$ cat src/rtl/sobel_pkg.sv
// Shared encodings for the Sobel front end: pixel op modes, mover FSM states, latency range.
package sobel_pkg;

    localparam logic [1:0] MODE_COPY   = 2'b00;
    localparam logic [1:0] MODE_INVERT = 2'b01;
    localparam logic [1:0] MODE_THRESH = 2'b10;
    localparam logic [1:0] MODE_FILL   = 2'b11;

    localparam logic [1:0] ST_IDLE  = 2'd0;
    localparam logic [1:0] ST_READ  = 2'd1;
    localparam logic [1:0] ST_DRAIN = 2'd2;
    localparam logic [1:0] ST_DONE  = 2'd3;

    localparam int unsigned RD_LATENCY_MIN = 1;
    localparam int unsigned RD_LATENCY_MAX = 3;

    // Out-of-range latencies are pinned to the nearest legal value.
    function automatic int unsigned clamp_rd_latency(input int unsigned lat);
        if (lat < RD_LATENCY_MIN) return RD_LATENCY_MIN;
        if (lat > RD_LATENCY_MAX) return RD_LATENCY_MAX;
        return lat;
    endfunction

endpackage

$ cat src/rtl/bram_stream_mover_if.sv
// Source/destination BRAM port bundle; master is the mover, slave is the memory side.
interface bram_stream_mover_if #(
    parameter int unsigned DATA_WIDTH = 8,
    parameter int unsigned ADDR_WIDTH = 16
);
    logic                  o_src_ce;
    logic [ADDR_WIDTH-1:0] o_src_addr;
    logic [DATA_WIDTH-1:0] i_src_q;
    logic                  o_dst_ce;
    logic                  o_dst_we;
    logic [ADDR_WIDTH-1:0] o_dst_addr;
    logic [DATA_WIDTH-1:0] o_dst_d;

    modport master (
        output o_src_ce, o_src_addr,
        input  i_src_q,
        output o_dst_ce, o_dst_we, o_dst_addr, o_dst_d
    );

    modport slave (
        input  o_src_ce, o_src_addr,
        output i_src_q,
        input  o_dst_ce, o_dst_we, o_dst_addr, o_dst_d
    );
endinterface

$ cat src/rtl/pixel_op.sv
// Combinational per-pixel operation: copy, invert, unsigned threshold, or constant fill.
module pixel_op
    import sobel_pkg::*;
#(
    parameter int unsigned DATA_WIDTH = 8
) (
    input  logic [1:0]            i_mode,
    input  logic [DATA_WIDTH-1:0] i_q,
    input  logic [DATA_WIDTH-1:0] i_thresh,
    output logic [DATA_WIDTH-1:0] o_d
);

    always_comb begin
        o_d = i_q;
        unique case (i_mode)
            MODE_COPY:   o_d = i_q;
            MODE_INVERT: o_d = ~i_q;
            MODE_THRESH: o_d = (i_q >= i_thresh) ? '1 : '0;
            MODE_FILL:   o_d = i_thresh;
        endcase
    end

endmodule

$ cat src/rtl/bram_stream_mover.sv
// Streams a programmable block of words from a source BRAM to a destination BRAM,
// one word per cycle, applying a pixel op in flight. All outputs are registered.
module bram_stream_mover
    import sobel_pkg::*;
#(
    parameter int unsigned DATA_WIDTH = 8,
    parameter int unsigned ADDR_WIDTH = 16,
    parameter int unsigned RD_LATENCY = 1
) (
    input  logic                  clk,
    input  logic                  rst_n,
    input  logic                  i_run,
    input  logic [ADDR_WIDTH-1:0] i_num_cnt,
    input  logic [ADDR_WIDTH-1:0] i_src_base,
    input  logic [ADDR_WIDTH-1:0] i_dst_base,
    input  logic [1:0]            i_mode,
    input  logic [DATA_WIDTH-1:0] i_thresh,
    output logic                  o_idle,
    output logic                  o_read,
    output logic                  o_write,
    output logic                  o_done,
    bram_stream_mover_if.master   bram
);

    localparam int unsigned RdLat = clamp_rd_latency(RD_LATENCY);

    logic [1:0]            r_state, w_state;
    logic [ADDR_WIDTH-1:0] r_cnt, w_cnt, r_src_base, w_src_base, r_dst_base, w_dst_base;
    logic [ADDR_WIDTH-1:0] r_k, w_k, r_wk, w_wk;
    logic [1:0]            r_mode, w_mode;
    logic [DATA_WIDTH-1:0] r_thresh, w_thresh;
    logic [RdLat-1:0]      r_vld, w_vld;
    logic                  r_idle, w_idle, r_done, w_done;
    logic                  r_src_ce, w_src_ce, r_dst_ce, w_dst_ce;
    logic [ADDR_WIDTH-1:0] r_src_addr, w_src_addr, r_dst_addr, w_dst_addr;
    logic [DATA_WIDTH-1:0] r_dst_d, w_dst_d, w_op_d;

    pixel_op #(
        .DATA_WIDTH(DATA_WIDTH)
    ) u_pixel_op (
        .i_mode  (r_mode),
        .i_q     (bram.i_src_q),
        .i_thresh(r_thresh),
        .o_d     (w_op_d)
    );

    always_comb begin
        w_state    = r_state;
        w_cnt      = r_cnt;
        w_src_base = r_src_base;
        w_dst_base = r_dst_base;
        w_mode     = r_mode;
        w_thresh   = r_thresh;
        w_k        = r_k;
        w_wk       = r_wk;
        w_idle     = 1'b0;
        w_done     = 1'b0;
        w_src_ce   = 1'b0;
        w_src_addr = '0;
        w_dst_ce   = 1'b0;
        w_dst_addr = '0;
        w_dst_d    = '0;

        // A read shown on the port this cycle is captured by the BRAM at this edge.
        w_vld    = r_vld;
        w_vld[0] = r_src_ce;
        for (int unsigned i = 1; i < RdLat; i++) w_vld[i] = r_vld[i-1];

        if (r_vld[RdLat-1]) begin
            w_dst_ce   = 1'b1;
            w_dst_addr = r_dst_base + r_wk;
            w_dst_d    = w_op_d;
            w_wk       = r_wk + ADDR_WIDTH'(1);
        end

        unique case (r_state)
            ST_IDLE: begin
                w_idle = 1'b1;
                if (i_run) begin
                    w_cnt      = i_num_cnt;
                    w_src_base = i_src_base;
                    w_dst_base = i_dst_base;
                    w_mode     = i_mode;
                    w_thresh   = i_thresh;
                    w_wk       = '0;
                    w_idle     = 1'b0;
                    if (i_num_cnt == '0) begin
                        w_state = ST_DONE;
                        w_done  = 1'b1;
                    end else begin
                        // First access goes out straight from the start edge.
                        w_state = ST_READ;
                        w_k     = ADDR_WIDTH'(1);
                        if (i_mode == MODE_FILL) begin
                            w_dst_ce   = 1'b1;
                            w_dst_addr = i_dst_base;
                            w_dst_d    = i_thresh;
                        end else begin
                            w_src_ce   = 1'b1;
                            w_src_addr = i_src_base;
                        end
                    end
                end
            end
            ST_READ: begin
                if (r_k == r_cnt) begin
                    if (r_mode == MODE_FILL) begin
                        w_state = ST_DONE;
                        w_done  = 1'b1;
                    end else begin
                        w_state = ST_DRAIN;
                    end
                end else begin
                    w_k = r_k + ADDR_WIDTH'(1);
                    if (r_mode == MODE_FILL) begin
                        w_dst_ce   = 1'b1;
                        w_dst_addr = r_dst_base + r_k;
                        w_dst_d    = r_thresh;
                    end else begin
                        w_src_ce   = 1'b1;
                        w_src_addr = r_src_base + r_k;
                    end
                end
            end
            ST_DRAIN: begin
                if (r_vld == '0) begin
                    w_state = ST_DONE;
                    w_done  = 1'b1;
                end
            end
            default: begin
                w_state = ST_IDLE;
                w_idle  = 1'b1;
            end
        endcase
    end

    always_ff @(posedge clk or negedge rst_n) begin
        if (!rst_n) begin
            r_state    <= ST_IDLE;
            r_cnt      <= '0;
            r_src_base <= '0;
            r_dst_base <= '0;
            r_mode     <= MODE_COPY;
            r_thresh   <= '0;
            r_k        <= '0;
            r_wk       <= '0;
            r_vld      <= '0;
            r_idle     <= 1'b1;
            r_done     <= 1'b0;
            r_src_ce   <= 1'b0;
            r_src_addr <= '0;
            r_dst_ce   <= 1'b0;
            r_dst_addr <= '0;
            r_dst_d    <= '0;
        end else begin
            r_state    <= w_state;
            r_cnt      <= w_cnt;
            r_src_base <= w_src_base;
            r_dst_base <= w_dst_base;
            r_mode     <= w_mode;
            r_thresh   <= w_thresh;
            r_k        <= w_k;
            r_wk       <= w_wk;
            r_vld      <= w_vld;
            r_idle     <= w_idle;
            r_done     <= w_done;
            r_src_ce   <= w_src_ce;
            r_src_addr <= w_src_addr;
            r_dst_ce   <= w_dst_ce;
            r_dst_addr <= w_dst_addr;
            r_dst_d    <= w_dst_d;
        end
    end

    assign o_idle          = r_idle;
    assign o_read          = r_src_ce;
    assign o_write         = r_dst_ce;
    assign o_done          = r_done;
    assign bram.o_src_ce   = r_src_ce;
    assign bram.o_src_addr = r_src_addr;
    assign bram.o_dst_ce   = r_dst_ce;
    assign bram.o_dst_we   = r_dst_ce;
    assign bram.o_dst_addr = r_dst_addr;
    assign bram.o_dst_d    = r_dst_d;

endmodule
$ cat src/flat_wrapper.sv
// flat-port wrapper written by rule: the top's interface ports become plain ports
module bram_stream_mover_flat import sobel_pkg::*;
#(
    parameter int unsigned DATA_WIDTH = 8,
    parameter int unsigned ADDR_WIDTH = 16,
    parameter int unsigned RD_LATENCY = 1
)
  (clk, rst_n, i_run, i_num_cnt, i_src_base, i_dst_base, i_mode, i_thresh, o_idle, o_read, o_write, o_done, bram_o_src_ce, bram_o_src_addr, bram_i_src_q, bram_o_dst_ce, bram_o_dst_we, bram_o_dst_addr, bram_o_dst_d);
  bram_stream_mover_if #(.DATA_WIDTH(DATA_WIDTH), .ADDR_WIDTH(ADDR_WIDTH)) bram_i ();
  input  logic clk;
  input  logic rst_n;
  input  logic i_run;
  input  logic [ADDR_WIDTH-1:0] i_num_cnt;
  input  logic [ADDR_WIDTH-1:0] i_src_base;
  input  logic [ADDR_WIDTH-1:0] i_dst_base;
  input  logic [1:0] i_mode;
  input  logic [DATA_WIDTH-1:0] i_thresh;
  output logic o_idle;
  output logic o_read;
  output logic o_write;
  output logic o_done;
  output wire logic [$bits(bram_i.o_src_ce)-1:0] bram_o_src_ce;
  output wire logic [$bits(bram_i.o_src_addr)-1:0] bram_o_src_addr;
  input wire logic [$bits(bram_i.i_src_q)-1:0] bram_i_src_q;
  output wire logic [$bits(bram_i.o_dst_ce)-1:0] bram_o_dst_ce;
  output wire logic [$bits(bram_i.o_dst_we)-1:0] bram_o_dst_we;
  output wire logic [$bits(bram_i.o_dst_addr)-1:0] bram_o_dst_addr;
  output wire logic [$bits(bram_i.o_dst_d)-1:0] bram_o_dst_d;
  assign bram_o_src_ce = bram_i.o_src_ce;
  assign bram_o_src_addr = bram_i.o_src_addr;
  assign bram_i.i_src_q = bram_i_src_q;
  assign bram_o_dst_ce = bram_i.o_dst_ce;
  assign bram_o_dst_we = bram_i.o_dst_we;
  assign bram_o_dst_addr = bram_i.o_dst_addr;
  assign bram_o_dst_d = bram_i.o_dst_d;
  bram_stream_mover #(.DATA_WIDTH(DATA_WIDTH), .ADDR_WIDTH(ADDR_WIDTH), .RD_LATENCY(RD_LATENCY)) u_core (.clk(clk), .rst_n(rst_n), .i_run(i_run), .i_num_cnt(i_num_cnt), .i_src_base(i_src_base), .i_dst_base(i_dst_base), .i_mode(i_mode), .i_thresh(i_thresh), .o_idle(o_idle), .o_read(o_read), .o_write(o_write), .o_done(o_done), .bram(bram_i));
endmodule
$ cat config.mk
export PLATFORM = sky130hd
export DESIGN_NAME = bram_stream_mover_flat
export DESIGN_NICKNAME = d
export VERILOG_FILES = /design/src/rtl/sobel_pkg.sv /design/src/rtl/bram_stream_mover_if.sv /design/src/rtl/pixel_op.sv /design/src/rtl/bram_stream_mover.sv /design/src/flat_wrapper.sv
export SDC_FILE = /design/constraint.sdc
export NUM_CORES = 1
export LEC_CHECK = 0
export ABC_AREA = 1
export BUFFER_PORTS_ARGS = -buffer_cell sky130_fd_sc_hd__buf_2
export CORE_MARGIN = 4
export CORE_UTILIZATION = 35
export CTS_CLUSTER_DIAMETER = 200
export CTS_CLUSTER_SIZE = 20
export DETAILED_ROUTE_END_ITERATION = 8
export PLACE_DENSITY_LB_ADDON = 0.15
export SLEW_MARGIN = 10
export SYNTH_ARGS = -nofsm -noshare
export SYNTH_HDL_FRONTEND = slang
export SYNTH_SLANG_ARGS = --single-unit
$ cat constraint.sdc
create_clock -name clk -period 3.8 [get_ports clk]
set_clock_uncertainty 0.05 [all_clocks]
set_input_delay 0.57 -clock clk [delete_from_list [all_inputs] [get_ports clk]]
set_output_delay 0.57 -clock clk [all_outputs]
set_load 0.01 [all_outputs]
**Word level (Yosys, flattened, before mapping)**

Index checks and enable logic that the tools add are counted.

- Input bits: 69
- Logic and storage cells: 99
- Register bits: 137

- Muxes and demuxes: 56
- Equality and inequality tests: 12
- Bitwise logic cells: 1
- Add/subtract/negate cells: 5
- $lt $le $gt $ge: 1
- Reduce and logical (&&, ||, !) cells: 8

Operators by type and width:

| cell | count |
|---|---|
| 16-bit two-way mux | 17 |
| 16-bit one-hot mux with 2 select lines | 3 |
| 8-bit two-way mux | 7 |
| 16-bit adder | 3 |
| 16-bit by 1-bit adder with 16-bit output, second input constant | 2 |
| 8-bit one-hot mux with 4 select lines | 1 |
| 1-bit two-way mux | 18 |
| 16-bit == test | 1 |
| 16-bit logical NOT | 1 |
| 8-bit one-hot mux with 2 select lines | 1 |
| 2-bit == test, second input constant | 4 |
| 8-bit >= comparator | 1 |
| 2-bit two-way mux | 4 |
| 2-bit != test, second input constant | 4 |
| 8-bit inverter | 1 |
| 1-bit one-hot mux with 2 select lines | 3 |
| 2-bit one-hot mux with 3 select lines | 1 |
| 2-bit by 1-bit == test with 1-bit output, second input constant | 2 |
| 2-bit logical NOT | 2 |
| 4-bit AND reduction | 1 |
| 1-bit one-hot mux with 3 select lines | 1 |
| 3-bit AND reduction | 1 |
| 2-bit by 1-bit != test with 1-bit output, second input constant | 1 |
| 2-bit AND reduction | 1 |
| other kinds (2) | 2 |

**Logic depth before layout (Yosys ltp)**

- Depth after elaboration: 8
- Mapped depth: 15
- Gate-level depth less buffers: 15

**Cells and area by module**

Synthesis repeated with hierarchy kept, for this count alone.

- Cells, all modules: 1325
- Area total of the unflattened synthesis: 9494.1 um^2

Modules (own cells, without submodules):

| module | cells each | times used | area an instance (um^2) | sequential area each (um^2) |
|---|---|---|---|---|
| bram_stream_mover | 1251 | 1 | 9095.0 | 3429.5 |
| pixel_op | 74 | 1 | 399.1 | 0.0 |

**Worst setup path before layout**

Ideal clock, no wire load.

- Path kind: register to register
- Start point: reg u_core.r_k[0]
- End point: reg u_core.r_dst_addr[8] (netlist: u_core.bram.o_dst_addr[8])
- Slack: 1.775 ns
- Required time: 3.633 ns
- Arrival: 1.858 ns
- Cell stages (with the launch flop): 15
- Path through: dfrtp_1 ha_1 fa_1 nand3_1 nand2_1 nand2_1 nand2_1 nand2_1 nand2_1 nor2_1 nor2_1 nand2_1 nand2_1 inv_1 nand2_1

- Cells in the longest elaborated chain, start to end: 4
- Elaborated cells on any way between the ends: 5
- Classes of those cells: 1 x add/sub; 1 x eq/ne; 3 x mux

Ends and longest elaborated chain:

| element | line | text |
|---|---|---|
| start, declared | bram_stream_mover.sv:29 | `logic [ADDR_WIDTH-1:0] r_k, w_k, r_wk, w_wk;` |
| start signal, assigned | bram_stream_mover.sv:163 | `r_k <= w_k;` |
| 16-bit adder | bram_stream_mover.sv:117 | `w_dst_addr = r_dst_base + r_k;` |
| 16-bit two-way mux | bram_stream_mover.sv:115 | `if (r_mode == MODE_FILL) begin` |
| 16-bit two-way mux * | bram_stream_mover.sv:106 | `if (r_k == r_cnt) begin` |
| 16-bit one-hot mux with 2 select lines * | bram_stream_mover.sv:76 | `unique case (r_state)` |
| via u_core.w_dst_addr[8] | bram_stream_mover.sv:35 | `logic [ADDR_WIDTH-1:0] r_src_addr, w_src_addr, r_dst_addr, w_dst_addr;` |
| end signal, assigned | bram_stream_mover.sv:171 | `r_dst_addr <= w_dst_addr;` |
| end, declared | bram_stream_mover.sv:35 |  |

The timed path passes the listed nets; every way through them passes the cells marked *.
A chain may end at the register's enable or synchronous reset.

**Worst setup path after layout**

- Start point: reg u_core.r_k[1]
- End point: reg u_core.r_k[0]

- Cells in the longest elaborated chain, start to end: 3

Ends and longest elaborated chain:

| element | line |
|---|---|
| 16-bit == test | bram_stream_mover.sv:106 |
| 2-bit != test (no source line) | -- |
| 4-bit AND reduction (no source line) | -- |

Every way passes these cells.

==> flow_summary.rst <==
.. list-table::
   :header-rows: 1

   * - Metric
     - Value
   * - Worst-case clock buffer depth
     - 2
   * - Cell chain of the critical path
     - inv_1, nand2_1, nand2_1, nor2_1, nand2_1, nor2_2, nand3_1, nand2_1, inv_1, o21ai_0, o21ai_1
   * - TritonCTS clock tree
     - yes
   * - Cell with the largest stage delay on the worst path
     - sky130_fd_sc_hd__dfrtp_1
   * - Setup tns final
     - 0 ps
   * - Final period util
     - 70.1%
   * - CP Capture Type
     - flop
   * - Pleak
     - about 5.9 nW
   * - Unrepaired setup endpoints after global routing
     - no
   * - DRC Markers
     - 0
   * - Clk sinks
     - 137
   * - Most frequent cells in the layout
     - 474 x sky130_fd_sc_hd__nand2_1, 163 x sky130_fd_sc_hd__inv_1, 136 x sky130_fd_sc_hd__dfrtp_1
   * - Average instance area after synthesis
     - 6.90 sq um
   * - Number of antenna violations at the first check in global routing
     - 1
   * - Sequential area share after synthesis
     - 36.2%
   * - Leading cell type in the layout, fill and taps excluded
     - sky130_fd_sc_hd__nand2_1
   * - Type of the worst min-delay path
     - input port to asynchronous set/reset pin
   * - Overall routing resource usage
     - between 20% and 30%
   * - Pre-antenna DRT Iters
     - 5
   * - Die Y-Extent
     - 173 microns
   * - DRT antenna net count
     - 0
   * - Final RePlAce weighted congestion
     - 0.897
   * - CP arrival
     - 2920 ps
   * - Worst slack on hold paths
     - ~79 ps
   * - Number of global-route vias before repair
     - 9171
   * - Routed wire length
     - 30.2 mm
   * - Placeable core region
     - 26400 sq um
   * - Clock-pin slew of the registers on the worst-case setup and hold paths
     - approximately 70 ps
   * - Worst setup margin
     - 1130 ps
   * - Longest individual stage delay on the worst path
     - 620 ps
   * - Most frequent cell on the critical path
     - sky130_fd_sc_hd__nand2_1
   * - Yosys warning total
     - 0
   * - Mapped Cells
     - 1374
   * - Clock root buffer master
     - sky130_fd_sc_hd__clkbuf_16
   * - Clk_lat worst skew
     - 430 ps
   * - Standard-cell row count
     - approximately 60
   * - First-pass GRT wire length
     - about 49 mm
   * - Count of port buffers added during placement
     - 115
   * - Final core occ
     - a little over two fifths
   * - Post-Place Setup Slack
     - 1060 ps
   * - Hold violation count in the final report
     - 0
   * - Final design area excluding fillers
     - 11000 sq um
   * - Cell area reported after detailed placement
     - approximately 10000 sq um
   * - CTS-repair resized insts
     - 0
   * - Number of top-level pins
     - 116
   * - Transition time of the tightest slew-check pin
     - 997 ps
   * - Setup-failing EPs final
     - 0
   * - Count of hold buffers inserted by post-cts repair
     - 0
   * - Initial standard-cell utilization of the core
     - 36.0%
   * - Syn-to-layout area delta
     - 15.9%
   * - Wirelength per Cell
     - 16.5 microns
   * - Peak ir drop on the vdd network
     - 311 uV
   * - Fmax
     - 0.375 GHz
   * - Cell Count, Final, Fillers Out
     - 1829
   * - Inserted Clock Buffers
     - 17
   * - Grt total ovfl
     - 0
   * - Crit-path max FO
     - 21
   * - Max-capacitance violation count
     - 0
   * - # H-tree levels
     - 4
   * - Data required time of the critical path
     - between 4000 and 5000 ps
   * - Net Count, Synth
     - 1505
   * - Total power
     - 7.68 mW
   * - Area of the mapped netlist
     - 9480 sq um
   * - Total die area
     - 29800 sq um
   * - Run status
     - finished, final reports clean
   * - Hpwl dp
     - 23.1 mm
   * - Pins Over Slew Limit
     - 0
   * - Type of element launching the critical path
     - flop
   * - Headroom to the max-slew limit
     - approximately 33%
   * - Layout cells sized above 1
     - 11.5%
   * - Starting DRT DRC Count
     - 665
   * - Routed via count divided by cell count
     - 5.00
   * - Post-CTS setup buffer count
     - 0
   * - Number of vias after detailed routing
     - approximately 9100
   * - Final Net Count
     - roughly 1600
   * - Type of the worst setup path
     - flop to flop
   * - Final critical-path required period
     - ~2700 ps
   * - Inst Count DP
     - around 1800
   * - Register bit count reported by yosys
     - ~140
   * - Distinct cells, synth
     - 38
   * - Largest net degree at the start of global routing
     - 79
   * - Die span in x
     - 173 microns
   * - Total power divided by cell area
     - about 700 nW/um^2
[logic make-up after synthesis]
logic type / Yosys count / synth area share, %
adder cells (fa/ha/maj): 62 / 8.42
AND/OR/NAND/NOR: 731 / 32.0
buffers and inverters: 202 / 8.35
flip-flops: 137 / 36.2
XOR/XNOR: 34 / 3.14
AO/OA/AOI/OAI: 208 / 11.9
[worst max-delay path, delay by kind of cell (launching register included)]
family	cells	cell delay (ps)
DFF	1	620
buffers and inverters	2	510
AOI/OAI and AO/OA	2	230
and+or+nand+nor	7	1120
[power by group]
| part | switching, mW | total, mW | internal [mW] |
|---|---|---|---|
| logic | 2.29 | 3.50 | 1.21 |
| registers | 0.438 | 2.42 | 1.99 |
| clock network | 0.702 | 1.76 | 1.05 |
[metal layers]
| layer | share of wire (%) | wire length, microns | global-route usage [%] | vias up |
|---|---|---|---|---|
| met3 | 3.8 | 1160 | 3.34 | 38 |
| met1 | 47 | 14100 | 26.7 | 4261 |
| met2 | 47 | 14300 | 34.4 | 213 |
| met5 | 0 | 0 | 0 | - |
| met4 | 2.0 | 617 | 6.02 | 0 |
| li1 | - | - | - | 4634 |
[sequential cells by signal (all words and copies together) (netlist names), 2 cells and up]
| name | count |
|---|---|
| u_core.r_cnt | 16 |
| u_core.r_dst_base | 16 |
| u_core.bram.o_src_addr | 16 |
| u_core.r_thresh | 8 |
| u_core.r_k | 16 |
| u_core.r_wk | 16 |
| u_core.bram.o_dst_addr | 16 |
| u_core.bram.o_dst_d | 8 |
| u_core.r_state | 2 |
| u_core.r_mode | 2 |
| u_core.r_src_base | 16 |
[cells in the mapped netlist (all sizes together)]
| library cell | count | area (sq um) |
|---|---|---|
| o21a | 7 | 52.6 |
| dfstp | 1 | 26.3 |
| nand4 | 14 | 87.6 |
| o22a | 1 | 8.76 |
| nand3b | 14 | 105 |
| nor2 | 107 | 409 |
| o22ai | 12 | 75.1 |
| fa | 3 | 60.1 |
| xor2 | 22 | 193 |
| o31ai | 11 | 82.6 |
| a21boi | 2 | 15.0 |
| o211ai | 2 | 15.0 |
| inv | 167 | 627 |
| nor4 | 1 | 6.26 |
| and2 | 2 | 12.5 |
| a21o | 2 | 15.0 |
| ha | 59 | 738 |
| or2 | 3 | 18.8 |
| clkbuf | 19 | 72.6 |
| o21bai | 4 | 30.0 |
| nor3 | 14 | 70.1 |
| o21ai | 98 | 490 |
| nand2 | 479 | 1830 |
| xnor2 | 12 | 105 |
| a21oi | 69 | 345 |
| dfrtp | 136 | 3400 |
| buf | 16 | 92.6 |
| nand3 | 97 | 498 |
[area by class of cell]
type                    instances  area [sq um]
flip-flops and latches        137          3430
repair buffers                122           634
fillers                      2768         15400
diodes                          1          2.50
well taps                     335           419
clock buffers                  18           439
inverters                     167           627
clock inverters                14           173
multi-input cells            1035          5260
[worst paths after layout]
check,from,endpoint,slack (ps),cells past startpoint
max in group asynchronous,rst_n,u_core.o_idle$_DFF_PN1_,2760,2
min,rst_n,u_core.r_wk[9]$_DFF_PN0_,80,1
min in group clk,i_src_base[0],u_core.r_src_base[0]$_DFFE_PN0P_,300,3
max,u_core.r_k[1]$_DFFE_PN0P_,u_core.r_k[0]$_DFFE_PN0P_,1130,11
max reg2reg,u_core.r_k[1]$_DFFE_PN0P_,u_core.r_k[0]$_DFFE_PN0P_,1130,11
min reg2reg,u_core.bram.o_src_ce$_DFF_PN0_,u_core.r_vld$_DFF_PN0_,360,0
(Power assumes the default switching activity.)
